## src/rtl/vga_timing_gen_if.sv

```systemverilog
// Raster timing bundle between the timing generator and the video path.
// The generator drives coordinates, syncs and strobes; the consumer drives en.
interface vga_timing_gen_if;
   logic        en;
   logic [10:0] hc;
   logic [10:0] vc;
   logic        hsync;
   logic        vsync;
   logic        blank;
   logic        line_start;
   logic        frame_start;

   modport master (
      input  en,
      output hc, vc, hsync, vsync, blank, line_start, frame_start
   );

   modport slave (
      output en,
      input  hc, vc, hsync, vsync, blank, line_start, frame_start
   );
endinterface

```

## src/rtl/vga_timing_gen.sv

```systemverilog
// VGA raster timing generator: pixel-enabled h/v counters with region FSMs.
// All outputs are decoded from next-state values so they align with hc/vc.
module vga_timing_gen #(
   parameter int H_ACTIVE = 1024,
   parameter int H_FP     = 24,
   parameter int H_SYNC   = 136,
   parameter int H_BP     = 160,
   parameter int V_ACTIVE = 768,
   parameter int V_FP     = 3,
   parameter int V_SYNC   = 6,
   parameter int V_BP     = 29,
   parameter int HS_POL   = 0,
   parameter int VS_POL   = 0
) (
   input logic              clk,
   input logic              rst,
   vga_timing_gen_if.master vif
);

   localparam int H_TOTAL = H_ACTIVE + H_FP + H_SYNC + H_BP;
   localparam int V_TOTAL = V_ACTIVE + V_FP + V_SYNC + V_BP;

   localparam logic [10:0] H_ACT_END  = 11'(H_ACTIVE - 1);
   localparam logic [10:0] H_FP_END   = 11'(H_ACTIVE + H_FP - 1);
   localparam logic [10:0] H_SYNC_END = 11'(H_ACTIVE + H_FP + H_SYNC - 1);
   localparam logic [10:0] H_LAST     = 11'(H_TOTAL - 1);

   localparam logic [10:0] V_ACT_END  = 11'(V_ACTIVE - 1);
   localparam logic [10:0] V_FP_END   = 11'(V_ACTIVE + V_FP - 1);
   localparam logic [10:0] V_SYNC_END = 11'(V_ACTIVE + V_FP + V_SYNC - 1);
   localparam logic [10:0] V_LAST     = 11'(V_TOTAL - 1);

   localparam logic HS_ON = 1'(HS_POL);
   localparam logic VS_ON = 1'(VS_POL);

   typedef enum logic [1:0] {
      H_ACT,
      H_FRONT,
      H_PULSE,
      H_BACK
   } h_state_e;

   typedef enum logic [1:0] {
      V_ACT,
      V_FRONT,
      V_PULSE,
      V_BACK
   } v_state_e;

   h_state_e    h_state_q, h_state_d;
   v_state_e    v_state_q, v_state_d;
   logic [10:0] hc_q, hc_d;
   logic [10:0] vc_q, vc_d;
   logic        hsync_q, hsync_d;
   logic        vsync_q, vsync_d;
   logic        blank_q, blank_d;
   logic        line_start_q, line_start_d;
   logic        frame_start_q, frame_start_d;
   logic        h_wrap;
   logic        v_wrap;

   assign h_wrap = (hc_q == H_LAST);
   assign v_wrap = (vc_q == V_LAST);

   // Next counters, region states and strobes; everything holds when en is low
   always_comb begin
      hc_d          = hc_q;
      vc_d          = vc_q;
      h_state_d     = h_state_q;
      v_state_d     = v_state_q;
      line_start_d  = 1'b0;
      frame_start_d = 1'b0;

      if (vif.en) begin
         hc_d = h_wrap ? 11'd0 : hc_q + 11'd1;

         unique case (h_state_q)
            H_ACT:   if (hc_q == H_ACT_END)  h_state_d = H_FRONT;
            H_FRONT: if (hc_q == H_FP_END)   h_state_d = H_PULSE;
            H_PULSE: if (hc_q == H_SYNC_END) h_state_d = H_BACK;
            H_BACK:  if (h_wrap)             h_state_d = H_ACT;
            default: h_state_d = H_ACT;
         endcase

         if (h_wrap) begin
            vc_d         = v_wrap ? 11'd0 : vc_q + 11'd1;
            line_start_d = 1'b1;
            frame_start_d = v_wrap;

            unique case (v_state_q)
               V_ACT:   if (vc_q == V_ACT_END)  v_state_d = V_FRONT;
               V_FRONT: if (vc_q == V_FP_END)   v_state_d = V_PULSE;
               V_PULSE: if (vc_q == V_SYNC_END) v_state_d = V_BACK;
               V_BACK:  if (v_wrap)             v_state_d = V_ACT;
               default: v_state_d = V_ACT;
            endcase
         end
      end
   end

   // Level outputs decoded from the next states so they match next hc/vc
   always_comb begin
      hsync_d = (h_state_d == H_PULSE) ? HS_ON : ~HS_ON;
      vsync_d = (v_state_d == V_PULSE) ? VS_ON : ~VS_ON;
      blank_d = ~((h_state_d == H_ACT) && (v_state_d == V_ACT));
   end

   // State and output registers with synchronous reset to the raster origin
   always_ff @(posedge clk) begin
      if (rst) begin
         hc_q          <= '0;
         vc_q          <= '0;
         h_state_q     <= H_ACT;
         v_state_q     <= V_ACT;
         hsync_q       <= ~HS_ON;
         vsync_q       <= ~VS_ON;
         blank_q       <= 1'b0;
         line_start_q  <= 1'b0;
         frame_start_q <= 1'b0;
      end else begin
         hc_q          <= hc_d;
         vc_q          <= vc_d;
         h_state_q     <= h_state_d;
         v_state_q     <= v_state_d;
         hsync_q       <= hsync_d;
         vsync_q       <= vsync_d;
         blank_q       <= blank_d;
         line_start_q  <= line_start_d;
         frame_start_q <= frame_start_d;
      end
   end

   assign vif.hc          = hc_q;
   assign vif.vc          = vc_q;
   assign vif.hsync       = hsync_q;
   assign vif.vsync       = vsync_q;
   assign vif.blank       = blank_q;
   assign vif.line_start  = line_start_q;
   assign vif.frame_start = frame_start_q;

endmodule

```

## src/flat_wrapper.sv

```systemverilog
// flat-port wrapper written by rule: the top's interface ports become plain ports
module vga_timing_gen_flat 
#(
   parameter int H_ACTIVE = 1024,
   parameter int H_FP     = 24,
   parameter int H_SYNC   = 136,
   parameter int H_BP     = 160,
   parameter int V_ACTIVE = 768,
   parameter int V_FP     = 3,
   parameter int V_SYNC   = 6,
   parameter int V_BP     = 29,
   parameter int HS_POL   = 0,
   parameter int VS_POL   = 0
)
  (clk, rst, vif_en, vif_hc, vif_vc, vif_hsync, vif_vsync, vif_blank, vif_line_start, vif_frame_start);
  vga_timing_gen_if vif_i ();
  input logic clk;
  input logic rst;
  input wire logic [$bits(vif_i.en)-1:0] vif_en;
  output wire logic [$bits(vif_i.hc)-1:0] vif_hc;
  output wire logic [$bits(vif_i.vc)-1:0] vif_vc;
  output wire logic [$bits(vif_i.hsync)-1:0] vif_hsync;
  output wire logic [$bits(vif_i.vsync)-1:0] vif_vsync;
  output wire logic [$bits(vif_i.blank)-1:0] vif_blank;
  output wire logic [$bits(vif_i.line_start)-1:0] vif_line_start;
  output wire logic [$bits(vif_i.frame_start)-1:0] vif_frame_start;
  assign vif_i.en = vif_en;
  assign vif_hc = vif_i.hc;
  assign vif_vc = vif_i.vc;
  assign vif_hsync = vif_i.hsync;
  assign vif_vsync = vif_i.vsync;
  assign vif_blank = vif_i.blank;
  assign vif_line_start = vif_i.line_start;
  assign vif_frame_start = vif_i.frame_start;
  vga_timing_gen #(.H_ACTIVE(H_ACTIVE), .H_FP(H_FP), .H_SYNC(H_SYNC), .H_BP(H_BP), .V_ACTIVE(V_ACTIVE), .V_FP(V_FP), .V_SYNC(V_SYNC), .V_BP(V_BP), .HS_POL(HS_POL), .VS_POL(VS_POL)) u_core (.clk(clk), .rst(rst), .vif(vif_i));
endmodule
```

## config.mk

```make
export PLATFORM = sky130hd
export DESIGN_NAME = vga_timing_gen_flat
export DESIGN_NICKNAME = d
export VERILOG_FILES = /design/src/rtl/vga_timing_gen_if.sv /design/src/rtl/vga_timing_gen.sv /design/src/flat_wrapper.sv
export SDC_FILE = /design/constraint.sdc
export NUM_CORES = 1
export LEC_CHECK = 0
export CORE_MARGIN = 2
export CORE_UTILIZATION = 42
export DETAILED_ROUTE_END_ITERATION = 10
export PLACE_DENSITY = 0.73
export SLEW_MARGIN = 5
export SYNTH_ARGS = -nofsm -noshare
export SYNTH_HDL_FRONTEND = slang
export SYNTH_SLANG_ARGS = --single-unit
```

## constraint.sdc

```tcl
create_clock -name clk -period 1.7 [get_ports clk]
set_input_delay 0.255 -clock clk [delete_from_list [all_inputs] [get_ports clk]]
set_output_delay 0.255 -clock clk [all_outputs]
set_load 0.01 [all_outputs]
```

==> flow_summary.toml, run 1 <==
[logic_synthesis]
ys_types = 41
synthTopCellsByCount = "dfxtp_1, nor2_1, nand3_1"
synth_simple_gate_area_frac = 0.363
syn_area_sq_mm = 0.00153
yosysWarnings = 0
netlist.area_leader.share = 0.406
synthAdderAreaFrac = 0.0409
synth.largest_area_cell = "dfxtp_1"
yosys-top-cells-area = "dfxtp_1, nor2_1, nand3_1"
seq_area_frac_synth = 0.406
synthCells = 177
yosysMostFrequentCell = "dfxtp_1"
synth_top_family_by_area = "simple AND/OR/NAND/NOR gates"
synthXorXnorAreaFrac = 0.109
synth.avg_cell_area_sq_um = 8.64
ys_ff_latch = 31
synth_compound_area_frac = 0.0540
synthArstFlopShare = 0
synthMuxAreaShare = 0
synth_edf_count = 0
syn_nets = 185
dominantRegCellSynth = "dfxtp_1"

[place]
dp_hpwl_um = 3050
portBuffers = 29
place_ws_ns = -0.374
place_congestion = 0.845

[critical_path]
worstPathArrival_ns = 2.17
crit_type = "reg2reg"
worst_ep_required_time_ns = 1.93
end_kind = "register"
startpoint_type = "register"
critPathMaxFanout = 5
reg2reg_setup_slack_ns = -0.24

[route]
dr_total_vias = 1630
wirelength_um = 4700
drc = 0
ant_nets = 0
drtPass1Iterations = 4
routed_via_density = 5.33
wl_per_cell_um = 15.3
first_iter_violations = 71

[grt]
grt_first_pass_wirelength_um = 7830
grt_pass1_vias = 1598
grt-ovfl-total = 0
grt_max_degree = 11
antenna_found_initial = 0
grtUsageTotal = 0.250

[sta]
fin_hold_ws_ns = 0.499
rsz0062_at_grt = "true"
tns_ns = -3.15
hold_viol = 0
setup_violations = 26
timing.final.ws_setup_ns = -0.238
layout_min_cycle_time_ns = 1.94
tightestPinTransition_ns = 0.440
drv_slew = 0
slew_headroom = 0.706
skew_ns = 0.0189
fmax_ghz = 0.516
fin_crit_sh = 1.14

[cts]
ctsLongestPathBuffers = 2
cts_max_level = 2
clk_pin_slew_ns = 0.11
cts_buffers = 5
cts_hold_buf = 0
clkSinkCount = 31
cts_tree = "done"
clock_latency_ns = 0.35
cts_root_buffer = "clkbuf_4"

[die]
die_area_sq_mm = 0.00414
core_region_area_sq_mm = 0.00342
io_pins = 30
die_w_um = 64.3
rows = 21
die_y_um = 64.3
initial_core_util = 0.448

[cells_and_area]
antenna-diode-count = 0
multi_input_area_sq_mm = 0.00105
finish.utilization = 0.748
nets = 267
area_growth_pct = 67.2
seq_area_sq_um = 641
drive_above_1_share = 0.392
fill_cells = 238

[pwr]
p_leak_nw = 1.04
p_clk_frac = 0.372
p_seq_frac = 0.576
switching_share = 0.240
irDropWorstVdd_v = 0.000502
power_density_mw_per_mm2 = 494
p_int_mw = 0.959
p_comb_frac = 0.052
p_sw_mw = 0.302

[worst_hold_path]
hold_path.class = "reg2reg"

[job]
cap_viol_max_count = 0

[outcome]
violations = "negative setup slack"
outcome = "finished with violations"
registers in the layout, summed over array words and instances (netlist names):
name	cells
u_core.vif.vsync	1
u_core.h_state_q	2
u_core.vif.hc	11
u_core.vif.frame_start	1
u_core.v_state_q	2
u_core.vif.line_start	1
u_core.vif.blank	1
u_core.vif.hsync	1
u_core.vif.vc	11
power groups by stage:
stage	Sequential, mW	Clock, mW	Combinational, mW
final	0.727	0.469	0.0657
after global routing	0.728	0.515	0.0711
after CTS	0.730	0.477	0.0681
after detailed placement	0.747	0	0.0551
after global placement	0.747	0	0.0534
after floorplan	0.750	0	0.0207
stage by stage:
stage	cells	instance area, sq um	total power [mW]
floorplan	177	1590	0.771
global placement	291	2240	0.800
detailed placement	291	2240	0.802
CTS	305	2450	1.28
global route	306	2560	1.31
finish	306	2560	1.26
routing by layer:
layer  part of all wire  track usage  wire length, um
met1               0.42        0.311             1970
met5                  0            0                0
met2               0.52        0.417             2430
met4              0.026       0.0904              123
met3              0.037       0.0651              176
critical path, cell delays in order (launching register included):
cell     delay (ns)
dfxtp_2        0.33
or3b_4         0.42
nor4_2         0.23
buf_4          0.18
o21ai_1        0.08
a22oi_1        0.20
or3b_1         0.37
kinds of logic (layout without fill, tap and decap cells):
family	count (synthesis)	after routing
AO/OA/AOI/OAI	13	13
XOR/XNOR	19	19
adder cells (fa/ha/maj)	5	5
buffers and inverters	8	91
flip-flops	31	31
AND/OR/NAND/NOR	101	101
cell type report:
class,instances,share of cell area
inverters,3,0.00441
clock inverters,1,0.00196
clock buffers,7,0.0215
well taps,46,0.0225
multi-input cells,138,0.412
flip-flops and latches,31,0.251
repair buffers,80,0.287
layout by cell type (no fill, tap or decap), types with 6 or more instances in the layout:
master / n
buf_4: 42
clkdlybuf4s50_1: 25
nor2_1: 23
dfxtp_1: 21
nand3_1: 15
xor2_1: 10
nand2_1: 9
xnor2_1: 8
buf_6: 7
dfxtp_2: 7
nand2b_1: 6
what timing repair did:
action,CTS,global route
resized for setup,21,27
setup endpoints to repair,26,35
pin swaps,8,6
buffers inserted,5,3
gates cloned,1,0
path summary, 6_finish.rpt:
check,start,to,depth (start not counted)
worst min register to register,u_core.vif.vc[1],u_core.vif.vc[1],2
worst min-delay path,u_core.vif.vc[1],u_core.vif.vc[1],2
worst max register to register,u_core.vif.hc[9],u_core.vif.vsync,6
worst max-delay path,u_core.vif.hc[9],u_core.vif.vsync,6
Power figures use the tool's default switching activity.
==> run 2: changes to the inputs <==
--- a/config.mk
+++ b/config.mk
@@ -9,2 +9,3 @@
 export CORE_UTILIZATION = 42
+export CTS_CLUSTER_SIZE = 8
 export DETAILED_ROUTE_END_ITERATION = 10
==> constraint.sdc (replaced) <==
create_clock -name clk -period 1.7 [get_ports clk]
set_input_delay 0.34 -clock clk [delete_from_list [all_inputs] [get_ports clk]]
set_output_delay 0.34 -clock clk [all_outputs]
set_load 0.01 [all_outputs]
==> flow_summary.toml, run 2 (synthesized netlist as in run 1, its figures left out) <==
[outcome]
outcome = "finished with violations"
violations = "negative setup slack"

[pwr]
p_seq_frac = 0.562
power_density_mw_per_mm2 = 535
power_mw = 1.29
p_int_mw = 0.994
switching_share = 0.231
p_clk_frac = 0.395
p_leak_nw = 1.06
irDropWorstVdd_v = 0.000453
p_comb_frac = 0.042
p_sw_mw = 0.299

[route]
dr_total_vias = 1583
drtPass1Iterations = 4
routed_via_density = 5.26
ant_nets = 0
wl_per_cell_um = 14.4
first_iter_violations = 72
wirelength_um = 4350
drc = 0

[critical_path]
worst_ep_required_time_ns = 1.96
path_cells = "or3b_4, or4_4, buf_12, nor4_4, xnor2_1, nor2_2"
startpoint_type = "register"
crit_buf_inv = 1
worstPathArrival_ns = 2.14
critPathMaxFanout = 6
cpLargestDelayFamily = "simple AND/OR/NAND/NOR gates"
max_stage_delay_ns = 0.54
reg2reg_setup_slack_ns = -0.18
end_kind = "register"
crit_type = "reg2reg"
critical_path.slowest_cell = "or4_4"

[cts]
cts_tree = "done"
cts_buffers = 5
clkSinkCount = 31
ctsLongestPathBuffers = 2
clk_pin_slew_ns = 0.10
cts_hold_buf = 0
cts_root_buffer = "clkbuf_4"
clock_latency_ns = 0.35
cts_max_level = 2

[die]
core_region_area_sq_mm = 0.00342
rows = 21
initial_core_util = 0.448
die_y_um = 64.3
io_pins = 30
die_w_um = 64.3
die_area_sq_mm = 0.00414

[place]
place_congestion = 0.861
dpl_cell_area_sq_mm = 0.00222
place_ws_ns = -0.437
dp.cells = 288
dp_hpwl_um = 3090
portBuffers = 29

[sta]
setup_violations = 21
slew_headroom = 0.705
hold_viol = 0
fin_hold_ws_ns = 0.498
rsz0062_at_grt = "true"
timing.final.ws_setup_ns = -0.182
layout_min_cycle_time_ns = 1.88
tightestPinTransition_ns = 0.441
fin_crit_sh = 1.11
drv_slew = 0
fmax_ghz = 0.531
skew_ns = 0.0134

[cells_and_area]
mostFrequentLayoutCell = "buf_4"
nets = 262
final_cells = 301
final_cell_mix = "buf_4, nor2_1, dfxtp_1"
design_area_sq_mm = 0.00242
antenna-diode-count = 0
drive_above_1_share = 0.357
area_growth_pct = 58.3

[grt]
grt_first_pass_wirelength_um = 7200
grt_pass1_vias = 1630
grt-ovfl-total = 0
antenna_found_initial = 0
grtUsageTotal = 0.228
grt_max_degree = 11

[job]
cap_viol_max_count = 0

[worst_hold_path]
hold_path.class = "reg2reg"
run 2: final cells by class:
class                   instances  area [sq um]
clock buffers                   7          65.1
well taps                      46          57.6
fillers                       272           996
clock inverters                 1          6.26
inverters                       3          11.3
repair buffers                 75           644
multi-input cells             138           995
flip-flops and latches         31           641
run 2: power by group through the flow:
stage / registers [mW] / logic, mW / clock network [mW]
after floorplan: 0.750 / 0.0207 / 0
after global placement: 0.747 / 0.0513 / 0
after detailed placement: 0.747 / 0.0543 / 0
after CTS: 0.727 / 0.0545 / 0.531
after global routing: 0.728 / 0.0603 / 0.554
final: 0.727 / 0.0548 / 0.511
run 2: path summary, 6_finish.rpt:
path | from | endpoint | cells after the start
max | u_core.vif.hc[10] | u_core.vif.vc[10] | 6
min | u_core.vif.vc[1] | u_core.vif.vc[1] | 2
max reg2reg | u_core.vif.hc[10] | u_core.vif.vc[10] | 6
min reg2reg | u_core.vif.vc[1] | u_core.vif.vc[1] | 2
run 2: worst reg2reg max path, cell delays in order (launching register included):
cell	delay, ns
dfxtp_4	0.35
or3b_4	0.41
or4_4	0.54
buf_12	0.16
nor4_4	0.14
xnor2_1	0.16
nor2_2	0.04
run 2: through the flow:
| step | TNS (ns) | utilization |
|---|---|---|
| after floorplan | -1.59 | - |
| after detailed placement | -9.02 | 0.649 |
| after CTS | -2.36 | 0.690 |
| after global placement | -8.27 | 0.649 |
| final | -2.38 | 0.708 |
| after global routing | -4.32 | 0.708 |
run 2: routing by layer:
metal	wire length, um	global-route usage	vias up
met5	0	0	-
met4	107	0.122	0
met3	162	0.0634	12
met2	2250	0.404	35
met1	1830	0.246	764
li1	-	-	772
run 2: timing repair:
action | CTS | global route
resized for setup | 37 | 11
pin swaps | 0 | 3
setup endpoints to repair | 43 | 30
buffers inserted | 3 | 2
endpoints found under the hold margin | 0 | 0
